==> config.mk <==
export PLATFORM = sky130hd
export DESIGN_NAME = ibus_fetch_initiator
export DESIGN_NICKNAME = d
export VERILOG_FILES = /design/src/rtl/ibus_fetch_initiator.sv
export SDC_FILE = /design/constraint.sdc
export NUM_CORES = 1
export LEC_CHECK = 0
export ABC_AREA = 1
export BUFFER_PORTS_ARGS = -buffer_cell sky130_fd_sc_hd__buf_2
export CAP_MARGIN = 10
export CORE_MARGIN = 3
export CORE_UTILIZATION = 31
export CTS_CLUSTER_SIZE = 12
export DETAILED_ROUTE_END_ITERATION = 12
export GPL_TIMING_DRIVEN = 0
export PLACE_DENSITY = 0.5
export SLEW_MARGIN = 10
export SYNTH_ARGS = -nofsm -noshare
export SYNTH_HDL_FRONTEND = slang
export SYNTH_SLANG_ARGS = --single-unit
==> constraint.sdc <==
create_clock -name clock -period 4.9 [get_ports clock]
set_input_delay 0.245 -clock clock [delete_from_list [all_inputs] [get_ports clock]]
set_output_delay 0.245 -clock clock [all_outputs]
set_load 0.02 [all_outputs]
==> src/rtl/ibus_fetch_initiator.sv <==
// Instruction-bus fetch initiator: issues sequential fetches under a credit limit,
// pairs returned words with their PCs in a decode FIFO, and drops stale responses after a redirect.
module ibus_fetch_initiator #(
  parameter logic [31:0] RESET_PC        = 32'h8000_0000,
  parameter int          MAX_OUTSTANDING = 2,
  parameter int          FIFO_DEPTH      = 4
) (
  input  logic        clock,
  input  logic        reset,
  output logic        io_bus_req_valid,
  output logic [31:0] io_bus_req_bits,
  input  logic        io_bus_resp_valid,
  output logic        io_bus_resp_ready,
  input  logic [31:0] io_bus_resp_bits,
  input  logic        io_redirect_valid,
  input  logic [31:0] io_redirect_pc,
  output logic        io_inst_valid,
  input  logic        io_inst_ready,
  output logic [31:0] io_inst_pc,
  output logic [31:0] io_inst_bits
);
  localparam int OW = $clog2(MAX_OUTSTANDING + 1);
  localparam int FW = $clog2(FIFO_DEPTH + 1);
  localparam int CW = FW + 1;
  localparam int QW = (MAX_OUTSTANDING > 1) ? $clog2(MAX_OUTSTANDING) : 1;
  localparam int AW = (FIFO_DEPTH > 1) ? $clog2(FIFO_DEPTH) : 1;
  localparam logic [OW-1:0] MAX_O   = OW'(MAX_OUTSTANDING);
  localparam logic [CW-1:0] DEPTH_C = CW'(FIFO_DEPTH);
  localparam logic [QW-1:0] PQ_LAST = QW'(MAX_OUTSTANDING - 1);
  localparam logic [AW-1:0] FQ_LAST = AW'(FIFO_DEPTH - 1);

  typedef enum logic {S_IDLE, S_FETCH} state_t;
  typedef struct packed {
    logic [31:0] pc;
    logic [31:0] bits;
  } inst_t;

  state_t          state_q, state_d;
  logic [31:0]     fetch_pc;
  logic [OW-1:0]   outstanding, drop_cnt;
  logic [FW-1:0]   fifo_count;
  logic [QW-1:0]   pq_wr, pq_rd;
  logic [AW-1:0]   fq_wr, fq_rd;
  logic [31:0]     pq_mem [MAX_OUTSTANDING];
  inst_t           fq_mem [FIFO_DEPTH];
  logic [CW-1:0]   in_use;
  logic            issue, accept, keep, pop;

  function automatic logic [QW-1:0] pq_inc(input logic [QW-1:0] p);
    return (p == PQ_LAST) ? '0 : p + 1'b1;
  endfunction

  function automatic logic [AW-1:0] fq_inc(input logic [AW-1:0] p);
    return (p == FQ_LAST) ? '0 : p + 1'b1;
  endfunction

  // Entries already committed to the FIFO: live in-flight requests plus buffered words.
  assign in_use = CW'(outstanding) - CW'(drop_cnt) + CW'(fifo_count);

  always_ff @(posedge clock) begin
    if (reset) state_q <= S_IDLE;
    else       state_q <= state_d;
  end

  always_comb begin
    state_d           = state_q;
    io_bus_req_valid  = 1'b0;
    io_bus_resp_ready = 1'b0;
    case (state_q)
      S_IDLE:  state_d = S_FETCH;
      S_FETCH: begin
        io_bus_resp_ready = 1'b1;
        io_bus_req_valid  = !io_redirect_valid && (outstanding < MAX_O) && (in_use < DEPTH_C);
      end
      default: state_d = S_IDLE;
    endcase
  end

  assign io_bus_req_bits = fetch_pc;
  assign issue  = io_bus_req_valid;
  // A response with nothing outstanding is a protocol error and is ignored.
  assign accept = io_bus_resp_valid && io_bus_resp_ready && (outstanding != '0);
  assign keep   = accept && !io_redirect_valid && (drop_cnt == '0);
  assign io_inst_valid = (fifo_count != '0) && !io_redirect_valid;
  assign pop    = io_inst_valid && io_inst_ready;
  assign io_inst_pc   = fq_mem[fq_rd].pc;
  assign io_inst_bits = fq_mem[fq_rd].bits;

  always_ff @(posedge clock) begin
    if (reset) begin
      fetch_pc    <= RESET_PC;
      outstanding <= '0;
      drop_cnt    <= '0;
      fifo_count  <= '0;
      pq_wr       <= '0;
      pq_rd       <= '0;
      fq_wr       <= '0;
      fq_rd       <= '0;
    end else begin
      if (issue && !accept)      outstanding <= outstanding + 1'b1;
      else if (!issue && accept) outstanding <= outstanding - 1'b1;

      if (io_redirect_valid) begin
        // Everything still in flight after this cycle belongs to the old stream.
        drop_cnt   <= outstanding - OW'(accept);
        fetch_pc   <= io_redirect_pc & 32'hFFFF_FFFC;
        fifo_count <= '0;
        pq_wr      <= '0;
        pq_rd      <= '0;
        fq_wr      <= '0;
        fq_rd      <= '0;
      end else begin
        if (accept && (drop_cnt != '0)) drop_cnt <= drop_cnt - 1'b1;
        if (issue) begin
          fetch_pc <= fetch_pc + 32'd4;
          pq_wr    <= pq_inc(pq_wr);
        end
        if (keep) begin
          pq_rd <= pq_inc(pq_rd);
          fq_wr <= fq_inc(fq_wr);
        end
        if (pop) fq_rd <= fq_inc(fq_rd);
        if (keep && !pop)      fifo_count <= fifo_count + 1'b1;
        else if (!keep && pop) fifo_count <= fifo_count - 1'b1;
      end
    end
  end

  always_ff @(posedge clock) begin
    if (issue) pq_mem[pq_wr] <= fetch_pc;
    if (keep)  fq_mem[fq_wr] <= '{pc: pq_mem[pq_rd], bits: io_bus_resp_bits};
  end

  a_resp_with_outstanding: assert property (@(posedge clock) disable iff (reset)
    (io_bus_resp_valid && io_bus_resp_ready) |-> (outstanding != '0));

endmodule

==> key figures <==
Run status
  • Status: finished clean

Worst setup path
  • Cell family contributing the most delay on the critical path: adder cells
  • Crit path DAT: 2.85 ns
  • Req. time, crit path: 4.66 ns
  • Reg2reg start: outstanding[0]
  • CP startpoint: outstanding[0]
  • Critical path, cell by cell: inv_1 > ha_1 > inv_1 > fa_1 > ha_1 > nand3_1 > nand2_1 > nand2_1 > nand3_2 > inv_1 > buf_4 > buf_2
  • Worst path max stage delay: 0.43 ns
  • Most used cell, CP: inv_1
  • Slowest CP cell: fa_1
  • Setup crit end kind: output pin
  • CP Class: reg -> out
  • Worst Path Buf+Inv: 5
  • Crit path launch type: register
  • Maximum net fanout on the critical path: 11

Cells and area
  • Commonest non-fill, non-tap cell in the layout: edfxtp_1
  • Diodes inserted: 0
  • Final Net Count: 1553
  • Filler Cell Count: 4401
  • Syn-to-layout area delta: 23.55%
  • Commonest non-fill, non-tap cells in the layout: 308 x edfxtp_1, 171 x buf_2, 169 x nor2_1
  • Core Util, Final: 39.18%
  • Layout cells sized above 1: 20.04%

Logic synthesis
  • Yosys cell types: 40
  • Adder-Cell Fraction of Synth Area: 1.310%
  • Yosys Warn Count: 0
  • Cells after Synth: 1219
  • Xor and xnor area share after synthesis: 0.5948%
  • Largest family of logic cells by synthesized area: simple AND/OR/NAND/NOR gates
  • Mean Syn Cell Area: 11.91 sq um
  • #FFs+latches synth: 355
  • Share of flip-flops with an asynchronous set or reset: 0%
  • Register area share after synthesis: 70.21%
  • Post-synth EDFFs: 308
  • Post-synth top flop: edfxtp_1
  • Synth Area in Compound Gates: 9.569%
  • Synth Cell Area: 0.01451 sq mm
  • Synth Area in Simple Gates: 11.98%
  • Mux contribution to synthesized area: 2.328%

Clock network
  • Post-CTS Hold Buffers: 35
  • Clock Tree Root: clkbuf_16
  • Postcts setup bufs: 0
  • TritonCTS clock tree: built
  • TritonCTS buffer count: 40
  • H-tree depth: 2
  • CTS Buffer Depth: 3
  • Clk_lat worst skew: 0.54 ns
  • Post-cts sizing count: 0
  • Clock-pin transition on the worst setup and hold timing paths: 0.06 ns
  • Clock sinks: 355

Global routing
  • Number of global-route vias before repair: 9832
  • Overall Global Routing Usage: 15.13%
  • First-pass GRT wire length: 57920 um
  • Initial antenna violation count: 0
  • Total grt overflow: 0
  • Largest net degree at the start of global routing: 28

Floorplanning
  • Core area: 0.04577 sq mm
  • Die area: 0.04945 sq mm
  • IO Pins: 168
  • Die Height: 222.4 um
  • Die Width: 222.4 um
  • Starting Density: 31.71%
  • Core Rows: 78

STA
  • Unrepaired setup endpoints after global routing: false
  • Final period utilization: 63.08%
  • Period minus WS final: 3.091 ns
  • Achievable clock frequency: 323.5 MHz
  • Normalized max-slew margin: 47.37%
  • Hold slack: 0.03464 ns
  • Slew Limit Fails: 0
  • Clock Skew: 0.01274 ns
  • Final hold violations: 0
  • Slew at the pin with the worst max-slew slack: 0.7894 ns
  • Setup-failing EPs final: 0
  • Setup TNS: 0 ns

Routing
  • Total Wirelength: 37610 um
  • DR vias: 9786
  • Routed vias/inst: 4.667
  • Drt drc: 0
  • Pre-antenna DRT Iters: 5
  • Starting DRC count in detailed routing: 510
  • Antenna-violating nets left: 0
  • Routed len/inst: 17.93 um

Placed design
  • GPL Wtd Cong: 0.8531
  • DP Wirelength: 25470 um
  • I/O Buffers: 159

Pwr
  • Final Total Pwr: 6578 uW
  • Power Dens Cells: 366.8 mW/mm^2
  • Max VDD drop: 0.2180 mV
  • P_leak: 0.006533 uW

Job
  • Max Cap Viol: 0

Min path
  • Hold Path Class: in -> reg
  • Hold Startpoint: io_redirect_pc[14]
worst register-to-register path: stages (launching register included):
cell	delay, ns
dfxtp_1	0.30
inv_1	0.15
ha_1	0.17
inv_1	0.04
fa_1	0.43
ha_1	0.28
nand3_1	0.10
nand2_1	0.06
nand2_1	0.07
nand3_2	0.12
inv_1	0.18
buf_4	0.23
ha_1	0.27
a21oi_1	0.11
o21ai_0	0.12
o21ai_0	0.17
a21oi_1	0.05
through the flow:
step           area [sq um]  worst slack, ns  cells
3_5_place_dp          16380            1.927   1993
5_1_grt               17930            1.620   2097
6_report              17930            1.809   2097
3_3_place_gp          16070           -1.787   1981
4_1_cts               17930            1.699   2097
2_1_floorplan         14530           0.7989   1222
where the power goes:
part | switching, uW | total [uW] | internal (uW)
combinational | 245 | 392 | 146
sequential | 57.3 | 3410 | 3360
clock | 1130 | 2770 | 1640
total | 1430 | 6580 | 5150
routing by layer:
layer  vias to the layer above  global-route usage (%)  routed length, um
li1                       4806                       -                  -
met5                         -                       0                  0
met1                      4683                   20.26              17020
met4                         0                   4.040                782
met3                        50                   3.118               1883
met2                       247                   25.13              17930
state kept, by name, indices dropped and copies added (netlist names), named ones only:
register         flops
pq_rd                1
fifo_count           3
drop_cnt             2
outstanding          2
fq_wr                2
fq_mem             248
pq_mem              60
io_bus_req_bits     30
state_q              1
fq_rd                2
pq_wr                1
synth_stat cells (2+ instances only):
library cell    n  share of area, %
o21ai_0       144               5.0
buf_4           6              0.31
dfxtp_1        47               6.5
nor3_1          3              0.10
nor2_1        175               4.5
edfxtp_1      308                64
nand2_2         4              0.17
nand2_1       168               4.3
mux2_2         30               2.3
xnor2_1         4              0.24
nor2_8          2              0.28
o21a_1          2              0.10
a21oi_1        36               1.2
buf_2          12              0.41
o22ai_1        62               2.7
o21bai_1        3              0.16
nor2_2          4              0.17
inv_1          74               1.9
ha_1           12               1.0
nand3b_1        2              0.10
clkbuf_1       42               1.1
xor2_1          4              0.24
a21oi_2         2              0.12
buf_6           3              0.23
nand3_1        51               1.8
fa_1            2              0.28
nand3_2         3              0.21
nor2_4          2              0.16
worst paths after layout:
path | endpoint | slack, ns | cells past startpoint
max reg2reg | outstanding[1] | 1.95 | 16
max | io_bus_req_valid | 1.81 | 12
min | io_bus_req_bits[14] | 0.03 | 5
min reg2reg | pq_rd | 0.48 | 2
final cells by class:
cell class	instances	area (sq um)	share of cell area [%]
flip-flops and latches	355	10190	56.82
multi-input cells	729	3802	21.20
repair buffers	206	1409	7.857
clock buffers	53	1081	6.028
well taps	600	750.7	4.186
plain buffers	63	296.5	1.654
inverters	75	281.5	1.570
clock inverters	16	121.4	0.6768
kinds of logic after synthesis:
family	after synthesis
XOR/XNOR	9
multiplexers	30
AND/OR/NAND/NOR	417
adder cells (fa/ha/maj)	14
buffers and inverters	138
AO/OA/AOI/OAI	255
flip-flops	355
other	1
Note: power is estimated with default switching activity, not from simulation.
